## config.mk

```make
export PLATFORM = sky130hd
export DESIGN_NAME = red_pitaya_trigger_sequencer
export DESIGN_NICKNAME = d
export VERILOG_FILES = /design/src/rtl/red_pitaya_trigger_sequencer.sv
export SDC_FILE = /design/constraint.sdc
export NUM_CORES = 1
export LEC_CHECK = 0
export ABC_AREA = 0
export BUFFER_PORTS_ARGS = -buffer_cell sky130_fd_sc_hd__buf_4
export CAP_MARGIN = 20
export CORE_ASPECT_RATIO = 0.6
export CORE_MARGIN = 1.5
export CORE_UTILIZATION = 35
export DETAILED_ROUTE_END_ITERATION = 8
export GPL_ROUTABILITY_DRIVEN = 1
export HOLD_SLACK_MARGIN = 0.02
export PLACE_DENSITY_LB_ADDON = 0.15
export REMOVE_ABC_BUFFERS = 1
export SYNTH_ARGS = -nofsm -noshare
export SYNTH_HDL_FRONTEND = slang
export SYNTH_SLANG_ARGS = --single-unit
```

## constraint.sdc

```tcl
create_clock -name clk_i -period 10.33 [get_ports clk_i]
set_clock_uncertainty 0.2 [all_clocks]
set_input_delay 0.5165 -clock clk_i [delete_from_list [all_inputs] [get_ports clk_i]]
set_output_delay 0.5165 -clock clk_i [all_outputs]
set_load 0.01 [all_outputs]
```

## src/rtl/red_pitaya_trigger_sequencer.sv

```systemverilog
// ---------------------------------------------------------------------------
// red_pitaya_trigger_sequencer
//
// Runs the trigger block through a burst of N armed acquisitions without
// software polling. For each shot it pulses rearm_o and waits for trig_i. It
// then counts out a holdoff before re-arming. A wait that exceeds the
// programmed timeout ends the burst early. The module has its own register
// window on the PS bus.
//
// Ports
//   clk_i   in   1   clock
//   rst_i   in   1   reset, asynchronous, active-high
//   trig_i  in   1   1-cycle trigger pulse from the trigger block
//   rearm_o out  1   1-cycle rearm pulse to the trigger block
//   busy_o  out  1   high while a burst is in progress
//   done_o  out  1   1-cycle pulse when a burst completes normally
//   addr    in   16  bus address
//   wen     in   1   bus write strobe
//   ren     in   1   bus read strobe
//   ack     out  1   bus acknowledge, one cycle after any strobe
//   rdata   out  32  registered bus read data (0 for unmapped addresses)
//   wdata   in   32  bus write data
//
// Register map
//   0x100 W: bit0 start, bit1 abort (self-clearing)
//         R: {28'b0, timeout_flag, done_flag, busy, 1'b0}
//   0x104 RW n_trig (0 behaves as 1)
//   0x108 RW holdoff cycles
//   0x10C RW timeout cycles (0 disables the timeout)
//   0x110 R  shot_count
//   0x114 R  last_interval (cycles between the last two accepted triggers)
//   0x118 R  missed (triggers seen outside WAIT_TRIG, saturating)
// ---------------------------------------------------------------------------
module red_pitaya_trigger_sequencer #(
    parameter int TMR_W   = 32,
    parameter int NTRIG_W = 16
) (
    input  logic        clk_i,
    input  logic        rst_i,
    input  logic        trig_i,
    output logic        rearm_o,
    output logic        busy_o,
    output logic        done_o,
    input  logic [15:0] addr,
    input  logic        wen,
    input  logic        ren,
    output logic        ack,
    output logic [31:0] rdata,
    input  logic [31:0] wdata
);

    typedef enum logic [1:0] {
        IDLE      = 2'd0,
        ARM       = 2'd1,
        WAIT_TRIG = 2'd2,
        HOLDOFF   = 2'd3
    } state_t;

    state_t state, state_nxt;

    logic [NTRIG_W-1:0] n_trig;
    logic [TMR_W-1:0]   holdoff;
    logic [TMR_W-1:0]   timeout;
    logic [NTRIG_W-1:0] shot_count;
    logic [TMR_W-1:0]   last_interval;
    logic [TMR_W-1:0]   last_stamp;
    logic [TMR_W-1:0]   missed;
    logic [TMR_W-1:0]   timer;
    logic [TMR_W-1:0]   wait_cnt;
    logic [TMR_W-1:0]   hold_cnt;
    logic               done_flag;
    logic               timeout_flag;

    logic               ctrl_wr;
    logic               start_req;
    logic               abort_req;
    logic               busy;
    logic [NTRIG_W-1:0] n_eff;
    logic [NTRIG_W-1:0] shot_inc;
    logic [TMR_W:0]     wait_inc;
    logic               shot_acc;
    logic               burst_end;
    logic               tmo_hit;
    logic [31:0]        rd_mux;

    // Saturating increment for the missed-trigger counter.
    function automatic logic [TMR_W-1:0] sat_inc(input logic [TMR_W-1:0] v);
        return (&v) ? v : v + TMR_W'(1);
    endfunction

    assign ctrl_wr   = wen && (addr == 16'h0100);
    assign start_req = ctrl_wr && wdata[0];
    assign abort_req = ctrl_wr && wdata[1];
    assign busy      = (state != IDLE);
    assign n_eff     = (n_trig == '0) ? NTRIG_W'(1) : n_trig;
    assign shot_inc  = shot_count + NTRIG_W'(1);
    // One bit wider so the compare cannot wrap when timeout is all-ones.
    assign wait_inc  = {1'b0, wait_cnt} + {{TMR_W{1'b0}}, 1'b1};

    // State register
    always_ff @(posedge clk_i or posedge rst_i) begin
        if (rst_i) begin
            state <= IDLE;
        end else begin
            state <= state_nxt;
        end
    end

    // Next-state logic. Abort overrides everything, including a trigger or a
    // start in the same cycle. A trigger on the timeout cycle still counts.
    always_comb begin
        state_nxt = state;
        shot_acc  = 1'b0;
        burst_end = 1'b0;
        tmo_hit   = 1'b0;
        if (abort_req) begin
            state_nxt = IDLE;
        end else begin
            case (state)
                IDLE: begin
                    if (start_req) state_nxt = ARM;
                end
                ARM: begin
                    state_nxt = WAIT_TRIG;
                end
                WAIT_TRIG: begin
                    if (trig_i) begin
                        shot_acc = 1'b1;
                        if (shot_inc >= n_eff) begin
                            burst_end = 1'b1;
                            state_nxt = IDLE;
                        end else begin
                            state_nxt = HOLDOFF;
                        end
                    end else if ((timeout != '0) && (wait_inc >= {1'b0, timeout})) begin
                        tmo_hit   = 1'b1;
                        state_nxt = IDLE;
                    end
                end
                HOLDOFF: begin
                    if (hold_cnt == '0) state_nxt = ARM;
                end
                default: state_nxt = IDLE;
            endcase
        end
    end

    // Sequencer datapath and registered outputs
    always_ff @(posedge clk_i or posedge rst_i) begin
        if (rst_i) begin
            rearm_o       <= 1'b0;
            busy_o        <= 1'b0;
            done_o        <= 1'b0;
            timer         <= '0;
            wait_cnt      <= '0;
            hold_cnt      <= '0;
            shot_count    <= '0;
            last_interval <= '0;
            last_stamp    <= '0;
            missed        <= '0;
            done_flag     <= 1'b0;
            timeout_flag  <= 1'b0;
        end else begin
            // Outputs come from the next state so they line up with the state.
            rearm_o <= (state_nxt == ARM);
            busy_o  <= (state_nxt != IDLE);
            done_o  <= burst_end;
            timer   <= timer + TMR_W'(1);

            if (state == ARM) begin
                wait_cnt <= '0;
            end else if (state == WAIT_TRIG) begin
                wait_cnt <= wait_cnt + TMR_W'(1);
            end

            if ((state == IDLE) && (state_nxt == ARM)) begin
                shot_count   <= '0;
                done_flag    <= 1'b0;
                timeout_flag <= 1'b0;
            end

            if (shot_acc) begin
                shot_count <= shot_inc;
                // The first shot of a burst has no previous trigger to measure from.
                if (shot_count != '0) begin
                    last_interval <= timer - last_stamp;
                end
                last_stamp <= timer;
            end

            if (burst_end) done_flag    <= 1'b1;
            if (tmo_hit)   timeout_flag <= 1'b1;

            // The holdoff value is sampled only when a shot is accepted.
            if ((state == WAIT_TRIG) && (state_nxt == HOLDOFF)) begin
                hold_cnt <= holdoff;
            end else if ((state == HOLDOFF) && (hold_cnt != '0)) begin
                hold_cnt <= hold_cnt - TMR_W'(1);
            end

            if (trig_i && (state != WAIT_TRIG)) begin
                missed <= sat_inc(missed);
            end
        end
    end

    // Bus read mux
    always_comb begin
        rd_mux = 32'd0;
        case (addr)
            16'h0100: rd_mux = {28'd0, timeout_flag, done_flag, busy, 1'b0};
            16'h0104: rd_mux = 32'(n_trig);
            16'h0108: rd_mux = 32'(holdoff);
            16'h010C: rd_mux = 32'(timeout);
            16'h0110: rd_mux = 32'(shot_count);
            16'h0114: rd_mux = 32'(last_interval);
            16'h0118: rd_mux = 32'(missed);
            default:  rd_mux = 32'd0;
        endcase
    end

    // Bus registers
    always_ff @(posedge clk_i or posedge rst_i) begin
        if (rst_i) begin
            ack     <= 1'b0;
            rdata   <= 32'd0;
            n_trig  <= '0;
            holdoff <= '0;
            timeout <= '0;
        end else begin
            ack <= wen | ren;
            if (ren) rdata <= rd_mux;
            if (wen) begin
                case (addr)
                    16'h0104: n_trig  <= wdata[NTRIG_W-1:0];
                    16'h0108: holdoff <= TMR_W'(wdata);
                    16'h010C: timeout <= TMR_W'(wdata);
                    default: ;
                endcase
            end
        end
    end

endmodule

```

==> flow_summary.ini <==
[clocking]
numCtsBuffers = 35
cts_resized = 0
cts_tree = built
clockBufferDepth = 3
htree_levels = 2
cts-root-buf = clkbuf_16
cts.sinks = 328
clk_transition_reported_paths_ps = 60
clk_latency_ps = 540
post_cts_buffers = 0

[critical_path]
crit_path_max_fanout = 32
cp.arrival_ps = 6130
r2r_start = wait_cnt[2]
end_kind = flop
cp_data_required_time_ps = 10530
startpoint_type = flop
worstReg2RegEnd = hold_cnt[8]
crit_end = hold_cnt[8]
r2r_setup_slack_ps = 4410
crit_type = reg2reg
crit_start = wait_cnt[2]
ff2ff_path_depth = 17

[layout]
drive_gt1_share_pct = 13.8
register_area_um2 = 8210
fin_nets = 2112
fin_cells = 2686
area_growth_pct = 15.3
nFillCells = 5037
multi_input_comb_area_um2 = 9360

[drt]
drc_errors = 0
vias_per_cell = 5.35
vias = 14383
wire_per_inst_um = 20.3
drt_pass1_iterations = 5
wl_um = 54500
final_antenna_net_count = 0
drtIter0Drc = 1418

[sta]
worstMarginPinSlew_ps = 1090
setup_tns_ps = 0
slew_viol_final = 0
fmax_mhz = 169
hold_viol = 0
grt_setup_unrepaired = no
fin_crit_sh_pct = 57.3
relSlewSlack_pct = 27.1
min_period_ps = 5920
setup_viol_count_final = 0

[die]
io_pins = 89
die_h_um = 181
die_x_um = 299
dieArea_um2 = 54200
initial_core_util_pct = 35.8
num_rows = 64
coreArea_um2 = 51500

[place]
hpwl_um = 40400
placedCellCount = 2593
io_buffers = 88
gp_congestion = 0.879

[power_and_ir_drop]
leakagePower_uw = 0.0101
powerDensity_nw_per_um2 = 199
ir_drop_mv = 0.100

[synthesis]
synth_ff_type = dfrtp_1
async_flop_share_pct = 100
avgSynthCellArea_um2 = 9.79
yosysUniqueCellTypes = 73
synth_area_leaders = dfrtp_1 44%, ha_1 6.1%, o21ai_0 4.9%
synth.most_common_cell = dfrtp_1
ys_top_cells_by_count = 328 x dfrtp_1, 204 x nand2_1, 180 x o21ai_0
yosys_warnings = 0
synth_area_leader_cell = dfrtp_1
synth_edf_count = 0
ys_seq_area_share_pct = 44.5
syn_inst = 1885
synth_top_cell_area_share_pct = 44.5
syn_area_um2 = 18500
synth_seq_cells = 328

[global_route]
grt_overflow = 0
antenna_found_initial = 2
grt_util_all_layers_pct = 20.2
grt_pass1_wl_um = 84700
grt_pass1_vias = 13582
grt_max_degree = 175

[job]
drv_cap = 0

[outcome]
status = completed

[min_path]
hold_path_class = in2reg
critical path, cell delays in order (launching register included):
cell     delay [ps]
dfrtp_1         440
and3_1          310
and3_1          320
nand2_1         210
nor3_1          390
and2_1          240
nor2b_1         450
nand3_1         190
xnor2_1         170
ha_1            300
and4_1          210
a221o_1         340
a221o_1         300
o22ai_1         190
o31a_1          230
a41o_1          250
nand3_4         520
mux2_4          500
state kept, by name, indices dropped and copies added (netlist names):
signal / flops
ack: 1
timer: 32
last_stamp: 32
rdata: 32
state: 2
holdoff: 32
missed: 32
n_trig: 16
done_o: 1
busy_o: 1
rearm_o: 1
shot_count: 16
timeout_flag: 1
hold_cnt: 32
timeout: 32
wait_cnt: 32
last_interval: 32
done_flag: 1
through the flow:
step	total power, uW	hold slack [ps]	cell area [um^2]	utilization (%)	setup WS [ps]
after floorplan	2470	244	18100	-	530
after global placement	2860	263	19700	38.3	4700
after detailed placement	2880	276	19700	38.3	4540
after CTS	4260	22.7	21200	41.2	4490
after global routing	4480	35.2	21300	41.3	4070
final	4230	38.3	21300	41.3	4410
how the worst min path moves through the flow:
stage                          start  slack, ps  cells past startpoint          endpoint
floorplan               timeout_flag        240                      2      timeout_flag
global placement           done_flag        260                      1         done_flag
detailed placement  last_interval[8]        280                      2  last_interval[8]
CTS                        wdata[15]         20                      3       timeout[15]
global route                wdata[6]         40                      2        holdoff[6]
finish                     wdata[15]         40                      3       timeout[15]
kinds of logic (layout without fill, tap and decap cells):
group                      after synthesis  in the layout  share of synthesized area, %
muxes                                  103            103                          6.91
AOI/OAI and AO/OA                      439            439                          15.3
adders and majority gates               91             91                          6.21
and+or+nand+nor                        541            541                          14.7
other                                    0              1                             0
buffers and inverters                  224            331                          4.83
xor gates and xnor gates               159            159                          7.55
DFF                                    328            328                          44.5
layout make-up:
cell class | instances | area share (%)
antenna | 1 | 0.0118
clock buffer | 51 | 5.02
clock inverter | 10 | 0.629
inverter | 139 | 2.49
multi-input combinational | 1333 | 44.0
sequential | 328 | 38.6
tap | 693 | 4.08
timing repair buffer | 131 | 5.21
power breakdown:
group	leakage, uW	internal (uW)	switching [uW]
registers	0.00429	1440	143
logic	0.00518	516	783
clock network	0.000589	794	554
total	0.0101	2750	1480
cells in the final DEF (no fill, tap or decap), types with 5 or more instances in the layout:
master and instances:
dfrtp_1 328, nand2_1 203, o21ai_0 180, inv_1 138, xnor2_1 102, buf_4 99
ha_1 90, nor2_1 69, nand3_1 57, xor2_1 57, mux2_2 53, a21oi_1 52
clkbuf_16 37, o22ai_1 36, nand4_1 35, a22o_1 35, and3_1 34, a21o_1 32
dlygate4sd3_1 29, mux2_4 28, nor3_1 26, nor4_1 25, o31ai_1 21, mux2i_1 19
a22oi_1 16, a221oi_1 16, and2_1 15, nor2b_1 13, and4_1 13, or2_2 10
clkbuf_8 9, o21a_1 8, nor3b_1 7, nand2b_1 6, a31oi_1 5, clkbuf_1 5
timing repair:
item / in CTS / in global routing
hold buffers: 29 / 0
hold endpoints to repair: 132 / 0
setup endpoints to repair: 0 / 0
layer usage:
metal / track usage [%] / share of wire, %
met5: 0 / 0.020
met4: 3.56 / 1.5
met3: 3.44 / 6.1
met2: 25.7 / 38
met1: 34.2 / 55
Note: power is estimated with default switching activity, not from simulation.
